<file path="config.mk">
export PLATFORM = sky130hd
export DESIGN_NAME = pwm_brightness_ctrl
export DESIGN_NICKNAME = d
export VERILOG_FILES = /design/src/rtl/brightness_pkg.sv /design/src/rtl/pwm_brightness_ctrl_edge_det.sv /design/src/rtl/pwm_brightness_ctrl.sv
export SDC_FILE = /design/constraint.sdc
export NUM_CORES = 1
export LEC_CHECK = 0
export ABC_AREA = 1
export CAP_MARGIN = 20
export CORE_MARGIN = 8
export CORE_UTILIZATION = 60
export CTS_BUF_LIST = sky130_fd_sc_hd__clkbuf_4 sky130_fd_sc_hd__clkbuf_8
export DETAILED_ROUTE_END_ITERATION = 16
export PLACE_DENSITY = 0.82
export SYNTH_ARGS = -nofsm -noshare
export SYNTH_HDL_FRONTEND = slang
export SYNTH_SLANG_ARGS = --single-unit
</file>
<file path="constraint.sdc">
create_clock -name clk -period 2.7 [get_ports clk]
set_clock_uncertainty 0.2 [all_clocks]
set_input_delay 0.54 -clock clk [delete_from_list [all_inputs] [get_ports clk]]
set_output_delay 0.54 -clock clk [all_outputs]
set_load 0.02 [all_outputs]
</file>
<file path="src/rtl/brightness_pkg.sv">
// Shared defaults and width helpers for the PWM brightness controller.
package brightness_pkg;

    localparam int PWM_W_DEF     = 8;
    localparam int LVL_MAX_DEF   = 8;
    localparam int LVL_STEP_DEF  = 32;
    localparam int RST_LVL_DEF   = 4;
    localparam int PRESC_DIV_DEF = 196;

    function automatic int lvl_width(input int lvl_max);
        return (lvl_max < 1) ? 1 : $clog2(lvl_max + 1);
    endfunction

    // Counter width for a 0..div-1 counter, never narrower than one bit.
    function automatic int cnt_width(input int div);
        return (div <= 2) ? 1 : $clog2(div);
    endfunction

endpackage

</file>
<file path="src/rtl/pwm_brightness_ctrl_edge_det.sv">
// Rising-edge detector; history register resets to RST_VAL so a level held
// through reset release can be masked.
module edge_det #(
    parameter logic RST_VAL = 1'b1
) (
    input  logic clk,
    input  logic rst_n,
    input  logic i_in,
    output logic o_rise
);

    logic r_prev;

    always_ff @(posedge clk or negedge rst_n) begin
        if (!rst_n) r_prev <= RST_VAL;
        else        r_prev <= i_in;
    end

    assign o_rise = i_in & ~r_prev;

endmodule

</file>
<file path="src/rtl/pwm_brightness_ctrl.sv">
// Button-stepped saturating brightness level driving a glitch-free LED PWM.
module pwm_brightness_ctrl
    import brightness_pkg::*;
#(
    parameter  int PWM_W     = PWM_W_DEF,
    parameter  int LVL_MAX   = LVL_MAX_DEF,
    parameter  int LVL_STEP  = LVL_STEP_DEF,
    parameter  int RST_LVL   = RST_LVL_DEF,
    parameter  int PRESC_DIV = PRESC_DIV_DEF,
    localparam int LVL_W     = lvl_width(LVL_MAX)
) (
    input  logic             clk,
    input  logic             rst_n,
    input  logic             btn_up_db,
    input  logic             btn_dn_db,
    output logic             led_pwm,
    output logic [LVL_W-1:0] level
);

    localparam int DUTY_W  = PWM_W + 1;
    localparam int PRESC_W = cnt_width(PRESC_DIV);

    localparam logic [LVL_W-1:0]   LVL_TOP    = LVL_W'(LVL_MAX);
    localparam logic [LVL_W-1:0]   LVL_RST    = LVL_W'(RST_LVL);
    localparam logic [DUTY_W-1:0]  DUTY_RST   = DUTY_W'(RST_LVL * LVL_STEP);
    localparam logic [PRESC_W-1:0] PRESC_LAST = PRESC_W'(PRESC_DIV - 1);

    logic               w_up_rise;
    logic               w_dn_rise;
    logic               w_tick;
    logic               w_wrap;
    logic [LVL_W-1:0]   w_level_nxt;
    logic [DUTY_W-1:0]  w_duty_nxt;

    logic [LVL_W-1:0]   r_level;
    logic [DUTY_W-1:0]  r_duty;
    logic [PWM_W-1:0]   r_pwm_cnt;
    logic [PRESC_W-1:0] r_presc;
    logic               r_led;

    edge_det #(.RST_VAL(1'b1)) u_up_edge (
        .clk    (clk),
        .rst_n  (rst_n),
        .i_in   (btn_up_db),
        .o_rise (w_up_rise)
    );

    edge_det #(.RST_VAL(1'b1)) u_dn_edge (
        .clk    (clk),
        .rst_n  (rst_n),
        .i_in   (btn_dn_db),
        .o_rise (w_dn_rise)
    );

    // Saturation is checked before stepping so the level can never wrap.
    always_comb begin
        w_level_nxt = r_level;
        if (w_up_rise && !w_dn_rise && (r_level != LVL_TOP))
            w_level_nxt = r_level + LVL_W'(1);
        else if (w_dn_rise && !w_up_rise && (r_level != '0))
            w_level_nxt = r_level - LVL_W'(1);
    end

    assign w_tick     = (r_presc == PRESC_LAST);
    assign w_wrap     = w_tick && (r_pwm_cnt == '1);
    assign w_duty_nxt = DUTY_W'(r_level) * DUTY_W'(LVL_STEP);

    always_ff @(posedge clk or negedge rst_n) begin
        if (!rst_n) begin
            r_level   <= LVL_RST;
            r_duty    <= DUTY_RST;
            r_pwm_cnt <= '0;
            r_presc   <= '0;
            r_led     <= 1'b0;
        end else begin
            r_level <= w_level_nxt;
            r_presc <= w_tick ? '0 : r_presc + PRESC_W'(1);
            if (w_tick)
                r_pwm_cnt <= r_pwm_cnt + PWM_W'(1);
            // Duty only changes at the period boundary, so pulses are never cut short.
            if (w_wrap)
                r_duty <= w_duty_nxt;
            r_led <= ({1'b0, r_pwm_cnt} < r_duty);
        end
    end

    assign led_pwm = r_led;
    assign level   = r_level;

endmodule

</file>
Word-level counts from Yosys, hierarchy flattened
Index checks and enable logic that the tools add are counted.
{ "word_totals": {"register_bits": 27, "in_bits": 4, "out_inout_bits": 5} }
{ "op_classes": {"n_eq_ne": 3, "n_reduce_logical": 9, "magnitude_cmp": 1, "add_sub_neg": 4, "mux": 3, "n_bitwise": 4} }
{ "op_table": {"columns": ["cell", "n"], "rows": [
  ["8-bit by 1-bit adder with 8-bit output (second input constant)", 2],
  ["8-bit == test (second input constant)", 2],
  ["8-bit by 9-bit < comparator with 1-bit output", 1],
  ["4-bit 2-to-1 mux", 2],
  ["8-bit 2-to-1 mux", 1],
  ["1-bit logical AND", 5],
  ["4-bit by 1-bit adder with 4-bit output (second input constant)", 1],
  ["4-bit inequality test (second input constant)", 1],
  ["4-bit nonzero test", 1],
  ["4-bit by 1-bit subtractor with 4-bit output (second input constant)", 1],
  ["1-bit AND", 2],
  ["1-bit logical NOT", 2],
  ["1-bit inverter", 2],
  ["2-bit nonzero test", 1]
]} }

Logic depth before layout (Yosys ltp)
{ "logic_depth": {"word_depth": 7, "ltp_mapped": 12} }

By module
From an unflattened synthesis, not the netlist that was laid out.
{ "unflattened": {"hier_cells": 173, "area_unflattened_um2": 1442.6} }
{ "modules_own_cells": {"columns": ["mod", "seq_area_each_um2", "n_inst", "cells_per_inst", "area_each_um2"], "rows": [
  ["pwm_brightness_ctrl", 628.1, 1, 167, 1370.1],
  ["edge_det", 26.3, 2, 3, 36.3]
]} }

Least setup slack after synthesis
Ideal clock, no wire load.
{ "synth_timing": {"path_kind": "register -> register", "start": "register r_level[2], in the netlist level[2]", "end": "register r_level[3], in the netlist level[3]", "setup_time_ns": 0.117, "slack_ns": 0.626, "period_less_slack_ns": 2.074, "t_required_ns": 2.383, "arrival_time_ns": 1.757, "path_buffers": 0, "stages_incl_launch_ff": 10, "path_cell_list": "dfstp_2 > inv_1 > nand3_1 > nand2_1 > ha_1 > or2_2 > nand2_1 > nand3_1 > nand3_1 > nand2_1"} }
{ "synth_via": {"elab_chain_cells": 3, "elab_cells_between_ends": 9, "cone_classes": "2 x add/sub; 1 x eq/ne; 2 x mux; 4 x reduce/logical"} }
{ "synth_rtl": {"columns": ["element", "line_no", "rtl"], "rows": [
  ["start, declared", "pwm_brightness_ctrl.sv:35", "logic [LVL_W-1:0] r_level;"],
  ["start signal, assigned", "pwm_brightness_ctrl.sv:76", "r_level <= w_level_nxt;"],
  ["4-bit by 1-bit subtractor with 4-bit output, or another cell as far along", "pwm_brightness_ctrl.sv:61", "w_level_nxt = r_level - LVL_W'(1);"],
  ["4-bit 2-to-1 mux, or another cell as far along", "pwm_brightness_ctrl.sv:60", "else if (w_dn_rise && !w_up_rise && (r_level != '0))"],
  ["4-bit 2-to-1 mux / 2-bit nonzero test (equally long branches)", null, null]
]} }
Several ways; a longest one is shown, not always the timed one. The select of a mux whose other input is x is not followed.
A chain may end at the register's enable or synchronous reset.

Worst setup path in the final report
{ "layout_timing": {"start": "register r_level[2], in the netlist level[2]", "end": "output port level[2]"} }
{ "layout_lines": {"columns": ["element", "line_no", "rtl"], "rows": [
  ["end, declared", "pwm_brightness_ctrl.sv:17", "output logic [LVL_W-1:0] level"]
]} }
No word-level cell between the ends.

==> insert_results.sql <==
INSERT INTO impl_metrics (metric_group, metric, value, unit) VALUES
('final_layout', 'flow.area_growth_from_synthesis', '9.94', '%'),
('setup_path', 'cp_data_required_time', '1.96', 'ns'),
('power_and_ir_drop', 'p_sw_share', '35.2', '%'),
('final_layout', 'nNetsFinal', '195', ''),
('synth', 'synth_area', '0.00144', 'mm²'),
('detailed_routing', 'detail_route.wirelength', '2540', 'µm'),
('global_routing', 'grt_antenna_before_repair', '0', ''),
('sta', 'timing.slew.headroom', '73.2', '%'),
('clock_tree', 'cts_tree', 'built', ''),
('sta', 'post-route-period-util', '83.9', '%'),
('detailed_routing', 'drc', '0', ''),
('global_routing', 'residual_overflow_from_global_routing', '0', ''),
('global_routing', 'grt_pass1_vias', '1143', ''),
('synth', 'synth_top_family_by_area', 'simple AND/OR/NAND/NOR gates', ''),
('power_and_ir_drop', 'post-layout-total-power', '985', 'µW'),
('global_routing', 'grt_start_max_net_pins', '28', ''),
('final_layout', 'multiInputGateArea', '646', 'µm²'),
('sta', 'timing.final.max_slew_violations', '0', ''),
('synth', 'synth_xor_area_share', '4.80', '%'),
('detailed_routing', 'drt_iter0_markers', '40', ''),
('setup_path', 'timing.critical_path.fanout_max', '3', ''),
('power_and_ir_drop', 'static-leakage-power', '0.000794', 'µW'),
('floorplanning', 'die_height', '64.9', 'µm'),
('min_path', 'min-delay-start', 'r_presc[0]', ''),
('floorplanning', 'core_area', '0.00223', 'mm²'),
('place', 'routabilityCongestion', '0.811', ''),
('floorplanning', 'std_cell_rows', '17', ''),
('global_routing', 'grt_pass1_wl', '4590', 'µm'),
('sta', 'worst_pin_slew', '0.400', 'ns'),
('clock_tree', 'clk_latency', '0.33', 'ns'),
('min_path', 'worstHoldPathCells', '1', ''),
('sta', 'fin_crit', '2.27', 'ns'),
('synth', 'yosys_warnings', '0', ''),
('synth', 'synth_area_in_adders', '6.63', '%'),
('clock_tree', 'cts_root_buffer', 'clkbuf_4', ''),
('place', 'placement.setup.worst_slack', '0.119', 'ns'),
('setup_path', 'critical_path.reg2reg.startpoint', 'level[2]', ''),
('detailed_routing', 'count_of_vias_placed_by_the_detailed_router', '1083', ''),
('setup_path', 'rrSetupSlack', '0.63', 'ns'),
('synth', 'synth_area_in_compound_gates', '4.80', '%'),
('power_and_ir_drop', 'power.clock.fraction', '17.7', '%'),
('place', 'place_hpwl', '1970', 'µm'),
('floorplanning', 'initial_utilization', '64.3', '%'),
('global_routing', 'grt_util_all_layers', '13.4', '%'),
('sta', 'fmax', '441', 'MHz'),
('synth', 'mux_share_of_post_synthesis_cell_area', '0', '%'),
('power_and_ir_drop', 'netSwitchingPower', '346', 'µW'),
('setup_path', 'worstSetupEndpointType', 'output port', ''),
('floorplanning', 'io-pin-count', '9', ''),
('status', 'outcome', 'finished, final reports clean', ''),
('final_layout', 'final-seq-area', '681', 'µm²'),
('final_layout', 'postLayoutCoreUtil', '70.6', '%'),
('detailed_routing', 'ant_nets', '0', ''),
('setup_path', 'reg2reg_to', 'level[3]', ''),
('synth', 'count_of_mapped_cells_out_of_synthesis', '170', ''),
('setup_path', 'critPathMaxStageDelay', '0.62', 'ns'),
('place', 'port_buffers', '8', ''),
('setup_path', 'worst_path_dominant_cell_family', 'buffers and inverters', ''),
('final_layout', 'layout-drive-gt1-share', '13.1', '%'),
('power_and_ir_drop', 'power_density', '624', 'mW/mm²'),
('setup_path', 'timing_worst_setup_path_type', 'reg2out', ''),
('power_and_ir_drop', 'power.combinational.fraction', '32.4', '%'),
('synth', 'synth-simple-area-share', '28.8', '%'),
('final_layout', 'layout_fillers', '185', ''),
('power_and_ir_drop', 'ir_worst_vdd', '0.000689', 'V'),
('floorplanning', 'floorplan.die_area', '0.00421', 'mm²'),
('flow_run', 'drv_cap', '0', ''),
('clock_tree', 'postCtsResizedCells', '0', ''),
('synth', 'postSynthRegisterBits', '27', ''),
('sta', 'fin_hold_ws', '0.293', 'ns'),
('sta', 'rsz0062_at_grt', 'false', '');
==> worst reg2reg max path, delay by kind of cell (launching register included) <==
kind | cells | cell delay [ns]
fa+ha+maj | 1 | 0.33
buf+inv | 1 | 0.08
flops | 1 | 0.58
simple gates | 7 | 0.80
==> flip-flops by register name (all words and copies together) (netlist names) <==
register and count:
level 4, u_up_edge.r_prev 1, r_duty 4, led_pwm 1
u_dn_edge.r_prev 1, r_pwm_cnt 8, r_presc 8
==> worst max path at each step <==
stage | startpoint | end | slack (ns) | cells after the start
finish | level[2] | level[2] | 0.43 | 1
global route | btn_up_db | level[3] | 0.38 | 10
CTS | level[2] | level[2] | 0.42 | 1
detailed placement | btn_up_db | level[3] | 0.12 | 10
global placement | btn_up_db | level[3] | 0.21 | 10
floorplan | level[2] | level[3] | 0.63 | 9
==> final cells by class <==
type	count	area share, %
Sequential cell	27	43.1
Multi-Input combinational cell	117	40.9
Timing Repair Buffer	10	6.03
Inverter	25	5.95
Tap cell	28	2.22
Clock buffer	3	1.43
Clock inverter	1	0.317
==> synth_stat cells <==
| master | n | area, µm² |
|---|---|---|
| xnor2_1 | 2 | 17.5 |
| fa_1 | 1 | 20.0 |
| dfstp_2 | 4 | 105 |
| nor2_1 | 14 | 52.6 |
| buf_8 | 1 | 15.0 |
| inv_2 | 1 | 3.75 |
| nand4_2 | 2 | 25.0 |
| o21ai_1 | 3 | 15.0 |
| nor2_4 | 1 | 11.3 |
| xor2_2 | 1 | 16.3 |
| nand4_1 | 3 | 18.8 |
| o21ai_0 | 2 | 10.0 |
| ha_1 | 6 | 75.1 |
| nor3_1 | 1 | 5.00 |
| o21ai_2 | 2 | 17.5 |
| or2_2 | 1 | 6.26 |
| xor2_1 | 4 | 35.0 |
| inv_1 | 23 | 86.3 |
| nand2_1 | 51 | 191 |
| dfrtp_1 | 23 | 576 |
| clkinv_1 | 1 | 3.75 |
| a31oi_1 | 1 | 6.26 |
| a21oi_1 | 1 | 5.00 |
| a21boi_0 | 1 | 7.51 |
| o21bai_1 | 1 | 7.51 |
| nor2_2 | 4 | 25.0 |
| nand2_2 | 2 | 12.5 |
| nand3_1 | 13 | 65.1 |
==> per-layer routing <==
metal	part of all wire, %	track usage [%]	up-vias	routed length (µm)
met4	2.0	6.81	0	52
li1	-	-	558	-
met5	0	0	-	0
met1	44	14.2	505	1130
met3	2.7	3.44	6	69
met2	51	24.1	14	1290
==> cell families (layout without fill, tap and decap cells) <==
logic type	count (synthesis)	in the layout
xor gates and xnor gates	7	7
DFF	27	27
adders and majority gates	7	7
buffers and inverters	26	39
AOI/OAI and AO/OA	11	11
and+or+nand+nor	92	92
==> metrics by stage <==
stage | cell area (µm²) | instances
final | 1580 | 211
after CTS | 1580 | 211
after detailed placement | 1550 | 207
after global routing | 1580 | 211
after floorplan | 1440 | 170
after global placement | 1550 | 207
==> power by group through the flow <==
stage,Combinational (µW),Clock [µW],Sequential (µW)
after floorplan,170,0,526
after global placement,309,0,494
after detailed placement,326,0,499
after CTS,326,178,492
after global routing,363,194,497
final,320,174,491
==> cell usage in the layout (no fill, tap or decap) <==
master	n
nand4_1	3
inv_2	1
clkinv_2	1
nor2_1	14
nor2_4	1
nand3_1	13
nand4_2	2
xnor2_1	2
o21ai_1	3
fa_1	1
dfrtp_1	23
a31oi_1	1
nor3_1	1
a21oi_1	1
clkinv_1	1
xor2_1	4
o21ai_2	2
nand2_1	51
buf_4	2
nor2_2	4
o21ai_0	2
a21boi_0	1
inv_1	23
clkdlybuf4s50_1	8
xor2_2	1
clkbuf_4	3
o21bai_1	1
dfstp_2	4
nand2_2	2
ha_1	6
or2_2	1
No activity file was read; power rests on OpenSTA's default activity.
